**src/rtl/reg_group_param_pkg.sv**
```systemverilog
// rtl/reg_group_param_pkg.sv - shared defaults, register index names and address helpers
package reg_group_param_pkg;

    localparam int DWIDTH_DEF = 16;
    localparam int NREGS_DEF  = 4;

    // Architectural register indices for the 4-register configuration.
    localparam int X0 = 0;
    localparam int X1 = 1;
    localparam int X2 = 2;
    localparam int X3 = 3;

    function automatic logic in_range(input int unsigned addr, input int unsigned nregs);
        return addr < nregs;
    endfunction

endpackage

```
**src/rtl/reg_scoreboard.sv**
```systemverilog
// rtl/reg_scoreboard.sv - per-register busy bits with issue-over-writeback priority
module reg_scoreboard
    import reg_group_param_pkg::*;
#(
    parameter int NREGS = NREGS_DEF,
    localparam int RAWIDTH = $clog2(NREGS)
) (
    input  logic               clk,
    input  logic               rst,
    input  logic               en,
    input  logic               clr_valid,
    input  logic [RAWIDTH-1:0] clr_addr,
    input  logic               set_valid,
    input  logic [RAWIDTH-1:0] set_addr,
    input  logic [RAWIDTH-1:0] rd1_addr,
    input  logic [RAWIDTH-1:0] rd2_addr,
    output logic               rd1_busy,
    output logic               rd2_busy,
    output logic               busy_any
);

    logic [NREGS-1:0] busy;
    logic [NREGS-1:0] busy_next;

    // Set is applied after clear so a fresh issue supersedes a same-cycle writeback.
    always_comb begin
        busy_next = busy;
        if (clr_valid && in_range(32'(clr_addr), NREGS))
            busy_next[clr_addr] = 1'b0;
        if (set_valid && in_range(32'(set_addr), NREGS))
            busy_next[set_addr] = 1'b1;
    end

    always_ff @(posedge clk or posedge rst) begin
        if (rst)
            busy <= '0;
        else if (en)
            busy <= busy_next;
    end

    assign rd1_busy = in_range(32'(rd1_addr), NREGS) ? busy[rd1_addr] : 1'b0;
    assign rd2_busy = in_range(32'(rd2_addr), NREGS) ? busy[rd2_addr] : 1'b0;
    assign busy_any = |busy;

endmodule

```
**src/rtl/reg_group_param.sv**
```systemverilog
// rtl/reg_group_param.sv - parametrised register group with bypass, scoreboard and debug port
module reg_group_param
    import reg_group_param_pkg::*;
#(
    parameter int               DWIDTH    = DWIDTH_DEF,
    parameter int               NREGS     = NREGS_DEF,
    localparam int              RAWIDTH   = $clog2(NREGS),
    parameter logic [DWIDTH-1:0] RESET_VAL = '0,
    parameter int               BYPASS    = 1
) (
    input  logic               clk,
    input  logic               rst,
    input  logic               en,
    input  logic [RAWIDTH-1:0] rs1_addr,
    output logic [DWIDTH-1:0]  rs1_data,
    output logic               rs1_busy,
    input  logic [RAWIDTH-1:0] rs2_addr,
    output logic [DWIDTH-1:0]  rs2_data,
    output logic               rs2_busy,
    input  logic               we,
    input  logic [RAWIDTH-1:0] wd_addr,
    input  logic [DWIDTH-1:0]  wd_data,
    input  logic               issue_valid,
    input  logic [RAWIDTH-1:0] issue_addr,
    input  logic               dbg_we,
    input  logic [RAWIDTH-1:0] dbg_addr,
    input  logic [DWIDTH-1:0]  dbg_wdata,
    output logic [DWIDTH-1:0]  dbg_rdata,
    output logic               busy_any
);

    logic [DWIDTH-1:0] regs [NREGS];
    logic              wr_ok;
    logic              dbg_ok;
    logic              byp1;
    logic              byp2;
    logic              sb_busy1;
    logic              sb_busy2;

    assign wr_ok  = en && we && in_range(32'(wd_addr), NREGS);
    assign dbg_ok = dbg_we && in_range(32'(dbg_addr), NREGS);

    // Debug write is last so it wins a same-address collision with the datapath.
    always_ff @(posedge clk or posedge rst) begin
        if (rst) begin
            for (int i = 0; i < NREGS; i++)
                regs[i] <= RESET_VAL;
        end else begin
            if (wr_ok)
                regs[wd_addr] <= wd_data;
            if (dbg_ok)
                regs[dbg_addr] <= dbg_wdata;
        end
    end

    assign byp1 = (BYPASS != 0) && wr_ok && (wd_addr == rs1_addr);
    assign byp2 = (BYPASS != 0) && wr_ok && (wd_addr == rs2_addr);

    assign rs1_data = byp1 ? wd_data :
                      in_range(32'(rs1_addr), NREGS) ? regs[rs1_addr] : '0;
    assign rs2_data = byp2 ? wd_data :
                      in_range(32'(rs2_addr), NREGS) ? regs[rs2_addr] : '0;
    assign rs1_busy = byp1 ? 1'b0 : sb_busy1;
    assign rs2_busy = byp2 ? 1'b0 : sb_busy2;

    assign dbg_rdata = in_range(32'(dbg_addr), NREGS) ? regs[dbg_addr] : '0;

    reg_scoreboard #(
        .NREGS(NREGS)
    ) u_scoreboard (
        .clk      (clk),
        .rst      (rst),
        .en       (en),
        .clr_valid(we),
        .clr_addr (wd_addr),
        .set_valid(issue_valid),
        .set_addr (issue_addr),
        .rd1_addr (rs1_addr),
        .rd2_addr (rs2_addr),
        .rd1_busy (sb_busy1),
        .rd2_busy (sb_busy2),
        .busy_any (busy_any)
    );

endmodule

```
**config.mk**
```make
export PLATFORM = sky130hd
export DESIGN_NAME = reg_group_param
export DESIGN_NICKNAME = d
export VERILOG_FILES = /design/src/rtl/reg_group_param_pkg.sv /design/src/rtl/reg_scoreboard.sv /design/src/rtl/reg_group_param.sv
export SDC_FILE = /design/constraint.sdc
export NUM_CORES = 1
export LEC_CHECK = 0
export BUFFER_PORTS_ARGS = -buffer_cell sky130_fd_sc_hd__buf_2
export CAP_MARGIN = 20
export CORE_ASPECT_RATIO = 0.75
export CORE_MARGIN = 2
export CORE_UTILIZATION = 43
export CTS_CLUSTER_DIAMETER = 30
export DETAILED_ROUTE_END_ITERATION = 12
export GPL_TIMING_DRIVEN = 1
export HOLD_SLACK_MARGIN = 0.02
export PLACE_DENSITY = 0.65
export RECOVER_POWER = 100
export SLEW_MARGIN = 30
export SYNTH_ARGS = -nofsm -noshare
export SYNTH_HDL_FRONTEND = slang
export SYNTH_SLANG_ARGS = --single-unit
```
**constraint.sdc**
```tcl
create_clock -name clk -period 2.3 [get_ports clk]
set_input_delay 0.23 -clock clk [delete_from_list [all_inputs] [get_ports clk]]
set_output_delay 0.23 -clock clk [all_outputs]
set_load 0.02 [all_outputs]
```
=== Word level (Yosys, flattened, before mapping) ===
Cells that the tools add are included.

* Flip-flop bits (word level): 68
* Bits of input ports: 48
* Output and inout port bits: 51
* Word-level logic and storage cells: 65

* Reduce and logical (&&, ||, !) cells: 8
* Bitwise gates (word level): 7
* $lt $le $gt $ge: 12
* Mux-type cells: 31
* Equality and inequality tests: 2

{| class="wikitable"
|+ Operators by type and width
! kind !! number
|-
| 2-to-1 mux 16 bit || 10
|-
| bitwise mux 64 bit || 2
|-
| 2-to-1 mux 64 bit || 2
|-
| binary-select mux 16 bit (select 2 bit) || 3
|-
| demux 16 bit (select 2 bit) || 2
|-
| >= comparator 3 bit (second input constant) || 4
|-
| less-than comparator 2 x 3 -> 1 bit (second input constant) || 4
|-
| inverter 2 -> 3 bit || 4
|-
| 2-to-1 mux 4 bit || 2
|-
| logical AND 1 bit || 7
|-
| less-than comparator 3 x 1 -> 1 bit (second input constant) || 2
|-
| 2-to-1 mux 1 bit || 6
|-
| bitwise AND 4 bit || 1
|-
| binary-select mux 1 bit (select 2 bit) || 2
|-
| demux 1 bit (select 2 bit) || 2
|-
| equality test 2 bit || 2
|-
| >= comparator 2 x 1 -> 1 bit (second input constant) || 2
|-
| inverter 4 bit || 1
|-
| OR 4 bit || 1
|-
| OR reduction 4 bit || 1
|}

=== Logic depth before layout (Yosys ltp) ===
* Word-level depth: 9
* Gate-level depth with buffers: 6
* Gate-level depth less buffers: 3

=== Modules after synthesis ===
Synthesis repeated with hierarchy kept, for this count alone.

* Cells, all modules: 412
* Area, all modules: 4967.3 sq um

{| class="wikitable"
|+ By module, submodules not included
! module !! cells each !! instances !! sequential area each (sq um) !! area each (sq um)
|-
| reg_group_param || 391 || 1 || 1601.5 || 4713.3
|-
| reg_scoreboard || 21 || 1 || 100.1 || 254.0
|}

=== Worst setup path before layout ===
Ideal clock, no wire load.

* Kind: input to output
* Start point: in rs2_addr[0]
* End point: out rs2_data[10]
* Buffers on the path: 2
* Stages on the path: 5
* Data required time: 2070 ps
* Arrival time: 1452 ps
* Slack: 618 ps
* Cell sequence: buf_6 xor2_1 nor3_4 buf_8 mux2_2

* Longest elaborated chain between the ends: 5
* Elaborated cells on any way between the ends: 7
* Classes of those cells: eq/ne: 1; mux: 4; bitwise: 1; reduce/logical: 1

{| class="wikitable"
|+ Ends and longest elaborated chain
! element !! RTL line !! text
|-
| from (decl) || reg_group_param.sv:17 || <nowiki>input logic [RAWIDTH-1:0] rs2_addr,</nowiki>
|-
| inverter 2 -> 3 bit (not written as such) || reg_group_param.sv:62 || <nowiki>in_range(32'(rs2_addr), NREGS) ? regs[rs2_addr] : '0;</nowiki>
|-
| binary-select mux 16 bit (select 2 bit) || reg_group_param.sv:62 ||
|-
| 2-to-1 mux 16 bit (not written as such) (2 in a row) || reg_group_param.sv:62 ||
|-
| 2-to-1 mux 16 bit (*) || reg_group_param.sv:61 || <nowiki>assign rs2_data = byp2 ? wd_data :</nowiki>
|-
| to (decl) || reg_group_param.sv:18 || <nowiki>output logic [DWIDTH-1:0] rs2_data,</nowiki>
|}

Mark *: on every way between the ends. The rest lies on a longest branch, timed or not. The select of a mux whose other input is x is not followed.

=== Worst setup path after layout ===
* Start point: in rs1_addr[1]
* End point: out rs1_data[6]

* Longest elaborated chain between the ends: 5
* Elaborated cells on any way between the ends: 7
* Classes of those cells: eq/ne: 1; mux: 4; bitwise: 1; reduce/logical: 1

{| class="wikitable"
|+ Ends and longest elaborated chain
! element !! RTL line !! text
|-
| from (decl) || reg_group_param.sv:14 || <nowiki>input logic [RAWIDTH-1:0] rs1_addr,</nowiki>
|-
| inverter 2 -> 3 bit (not written as such) || reg_group_param.sv:60 || <nowiki>in_range(32'(rs1_addr), NREGS) ? regs[rs1_addr] : '0;</nowiki>
|-
| binary-select mux 16 bit (select 2 bit) || reg_group_param.sv:60 ||
|-
| 2-to-1 mux 16 bit (not written as such) (2 in a row) || reg_group_param.sv:60 ||
|-
| 2-to-1 mux 16 bit (*) || reg_group_param.sv:59 || <nowiki>assign rs1_data = byp1 ? wd_data :</nowiki>
|-
| to (decl) || reg_group_param.sv:15 || <nowiki>output logic [DWIDTH-1:0] rs1_data,</nowiki>
|}

Marks and branches as above.

==> flow_summary.json <==
{
  "share_of_cells_above_drive_strength_1_pct": 30.8,
  "portion_of_netlist_area_occupied_by_mux_cells_pct": 44.4,
  "globalRouteOverflowTotal": 0,
  "drt_wl_cell_um": 20.8,
  "max_ir_drop_vdd_uv": 462,
  "layout_min_cycle_time_ns": 2.02,
  "yosys.area_share.simple_pct": 7.91,
  "setup-violations-final": 0,
  "final_common_cell": "sky130_fd_sc_hd__dfrtp_1",
  "rows": 33,
  "maxCapViolCount": 3,
  "h_tree_depth": 3,
  "synthesis.instances": 408,
  "ys_seq_area_share_pct": 35.1,
  "yosysTopAreaCell": "sky130_fd_sc_hd__dfrtp_1",
  "finish.net_count": 553,
  "clk_pin_slew_worst_paths_ns": 0.06,
  "worst_path_dominant_cell_family": "buffers and inverters",
  "synthesis.area_mm2": 0.00485,
  "drc": 0,
  "setup_buffers_after_cts": 0,
  "finalMaxSlewViolations": 54,
  "critical_setup_path_kind": "in2out",
  "diodes": 0,
  "cts.repair.resized": 0,
  "die_width_um": 127,
  "maxSlewHeadroom_pct": -6.93,
  "cp.depth": 6,
  "root_buffer": "sky130_fd_sc_hd__clkbuf_16",
  "hold_class": "in2reg",
  "synthesized_netlist_net_count": 456,
  "worst_r2r_path_depth": 2,
  "cts_sinks": 68,
  "route.vias.total": 3848,
  "hpwlAfterDp_mm": 9.28,
  "global_route.usage.total_pct": 23.1,
  "1st_iter_drt_viols": 242,
  "status": "finished with violations",
  "critical-path-max-stage-delay_ns": 0.40,
  "fraction_of_synthesized_cell_area_taken_by_the_top_area_cell_type_pct": 35.1,
  "achievable-frequency_ghz": 0.496,
  "num-fill-cells": 1012,
  "hold_path_cells": 2,
  "post-route-period-util_pct": 87.7,
  "yosysWarnings": 0,
  "max-clock-path-buffers": 2,
  "tightestPinTransition_ns": 1.60,
  "route.antenna.remaining_nets": 0,
  "fp.dieArea_mm2": 0.0122,
  "tns_ns": 0,
  "synth.avg_cell_area_um2": 11.9,
  "number_of_buffers_added_by_the_clock_tree_synthesis_step": 9,
  "effective_utilization_at_floorplan_pct": 44.2,
  "synth_compound_gate_area_share_pct": 7.14,
  "gp_congestion": 0.785,
  "crit_arrival_ns": 1.79,
  "cts.hold.buffers_added": 1,
  "hold-worst-slack_ns": 0.117,
  "design.core.area_mm2": 0.0110,
  "power_density_mw_per_mm2": 816,
  "crit_chain": "buf_2 -> xor2_1 -> nor3_4 -> clkbuf_2 -> mux2_2 -> clkbuf_1",
  "final_hold_viol_count": 0,
  "largest_net_degree_at_the_start_of_global_routing": 57,
  "io_buffers": 98,
  "post_detailed_routing_wire_length_mm": 13.5,
  "synth.lib_cells_used.distinct": 29,
  "fin_worst_skew_ns": 0,
  "critical_path_start_type": "input pin",
  "yosys-top-cells-area": "sky130_fd_sc_hd__dfrtp_1 (35%), sky130_fd_sc_hd__mux4_2 (19%), sky130_fd_sc_hd__mux2i_1 (13%)",
  "crit_fanout": 10,
  "critical-path-slowest-cell": "sky130_fd_sc_hd__mux2_2",
  "grt_antenna_before_repair": 0,
  "cts_tree": "yes",
  "critical_path.endpoint_type": "output pin",
  "via_per_inst": 5.92,
  "die_y_um": 96.0,
  "area_of_the_multi_input_gates_mm2": 0.00292,
  "clock_latency_ns": 0.33,
  "postSynthRegisterBits": 68,
  "rsz0062_at_grt": "false",
  "syn2layout_area_growth_pct": 18.4,
  "synth_top_family_by_area": "multiplexers",
  "final_cell_mix": "sky130_fd_sc_hd__dfrtp_1 (68), sky130_fd_sc_hd__mux2i_1 (64), sky130_fd_sc_hd__clkbuf_1 (55)",
  "top_level_ports": 99,
  "area.sequential_mm2": 0.00170,
  "via_count_of_the_first_global_routing_pass": 3777,
  "combined_buffer_and_inverter_count_along_the_critical_path": 3,
  "critical_path_required_ns": 2.07,
  "post_synth_xor_area_fraction_pct": 0.722,
  "grt_pass1_wl_mm": 21.1,
  "synth-adder-area-share_pct": 0,
  "dr.pass1.iters": 5,
  "violations_in_the_final_reports": "capacitance limit, slew limit",
  "power_leakage_nw": 2.55
}
-- cell type report --
cell class              instances  share of cell area [%]
clock buffers                  12                    4.64
clock inverters                 4                    1.22
inverters                       3                   0.196
multi-input cells             301                    50.8
flip-flops and latches         68                    29.6
well taps                     140                    3.05
repair buffers                122                    10.5
-- synth_stat cells (all sizes together) --
| cell | instances |
|---|---|
| or4 | 1 |
| inv | 3 |
| and3 | 1 |
| o32ai | 1 |
| nand3b | 2 |
| and2b | 1 |
| mux2 | 32 |
| xor2 | 4 |
| nor3 | 2 |
| buf | 24 |
| nand3 | 1 |
| a21oi | 48 |
| o21ai | 18 |
| clkbuf | 12 |
| mux4 | 50 |
| nand4 | 1 |
| dfrtp | 68 |
| nand4b | 2 |
| and4bb | 1 |
| nor2b | 1 |
| mux2i | 64 |
| nand2 | 21 |
| or3b | 1 |
| nor2 | 48 |
| o31ai | 1 |
-- power by group --
part           total, mW  switching (mW)  internal (mW)
Combinational       1.51           0.792          0.715
Clock               1.54           0.505           1.03
Sequential          1.65           0.224           1.42
-- flip-flops by register name, summed over array words and instances, names as in the netlist --
signal,cells
u_scoreboard.busy,4
regs,64
-- through the flow --
stage | cell area, um^2 | std cells | utilization [%] | power, mW | worst slack, ns
floorplan | 4850 | 408 | - | 2.73 | 0.358
global placement | 5510 | 633 | 50.2 | 3.17 | 0.440
detailed placement | 5510 | 633 | 50.2 | 3.23 | 0.438
CTS | 5860 | 650 | 53.3 | 4.79 | 0.359
global route | 5750 | 650 | 52.3 | 4.93 | 0.193
finish | 5750 | 650 | 52.3 | 4.69 | 0.283
-- worst register-to-register path, delay by kind of cell, from the launching register on --
kind / cells / cell delay, ns
mux: 1 / 0.17
compound gates: 1 / 0.12
flops: 1 / 0.42
-- kinds of logic (layout without fill, tap and decap cells) --
| family | Yosys count | after routing |
|---|---|---|
| buffers and inverters | 39 | 141 |
| AND/OR/NAND/NOR | 83 | 83 |
| XOR/XNOR | 4 | 4 |
| flip-flops | 68 | 68 |
| multiplexers | 146 | 146 |
| AO/OA/AOI/OAI | 68 | 68 |
-- worst paths after layout --
| kind | to | start | slack, ns |
|---|---|---|---|
| setup reg to reg | regs[12] | regs[12] | 1.47 |
| hold / removal | u_scoreboard.busy[1] | issue_addr[1] | 0.12 |
| min in group asynchronous | regs[11] | rst | 0.46 |
| max in group asynchronous | regs[20] | rst | 0.63 |
| hold reg to reg | u_scoreboard.busy[1] | u_scoreboard.busy[1] | 0.54 |
| setup / recovery | rs1_data[6] | rs1_addr[1] | 0.28 |
-- metal layers --
layer | track usage [%] | wire length [um]
met3 | 5.50 | 977
met2 | 37.0 | 6340
met1 | 31.7 | 6000
met5 | 0 | 0
met4 | 7.05 | 225
(Power assumes the default switching activity.)
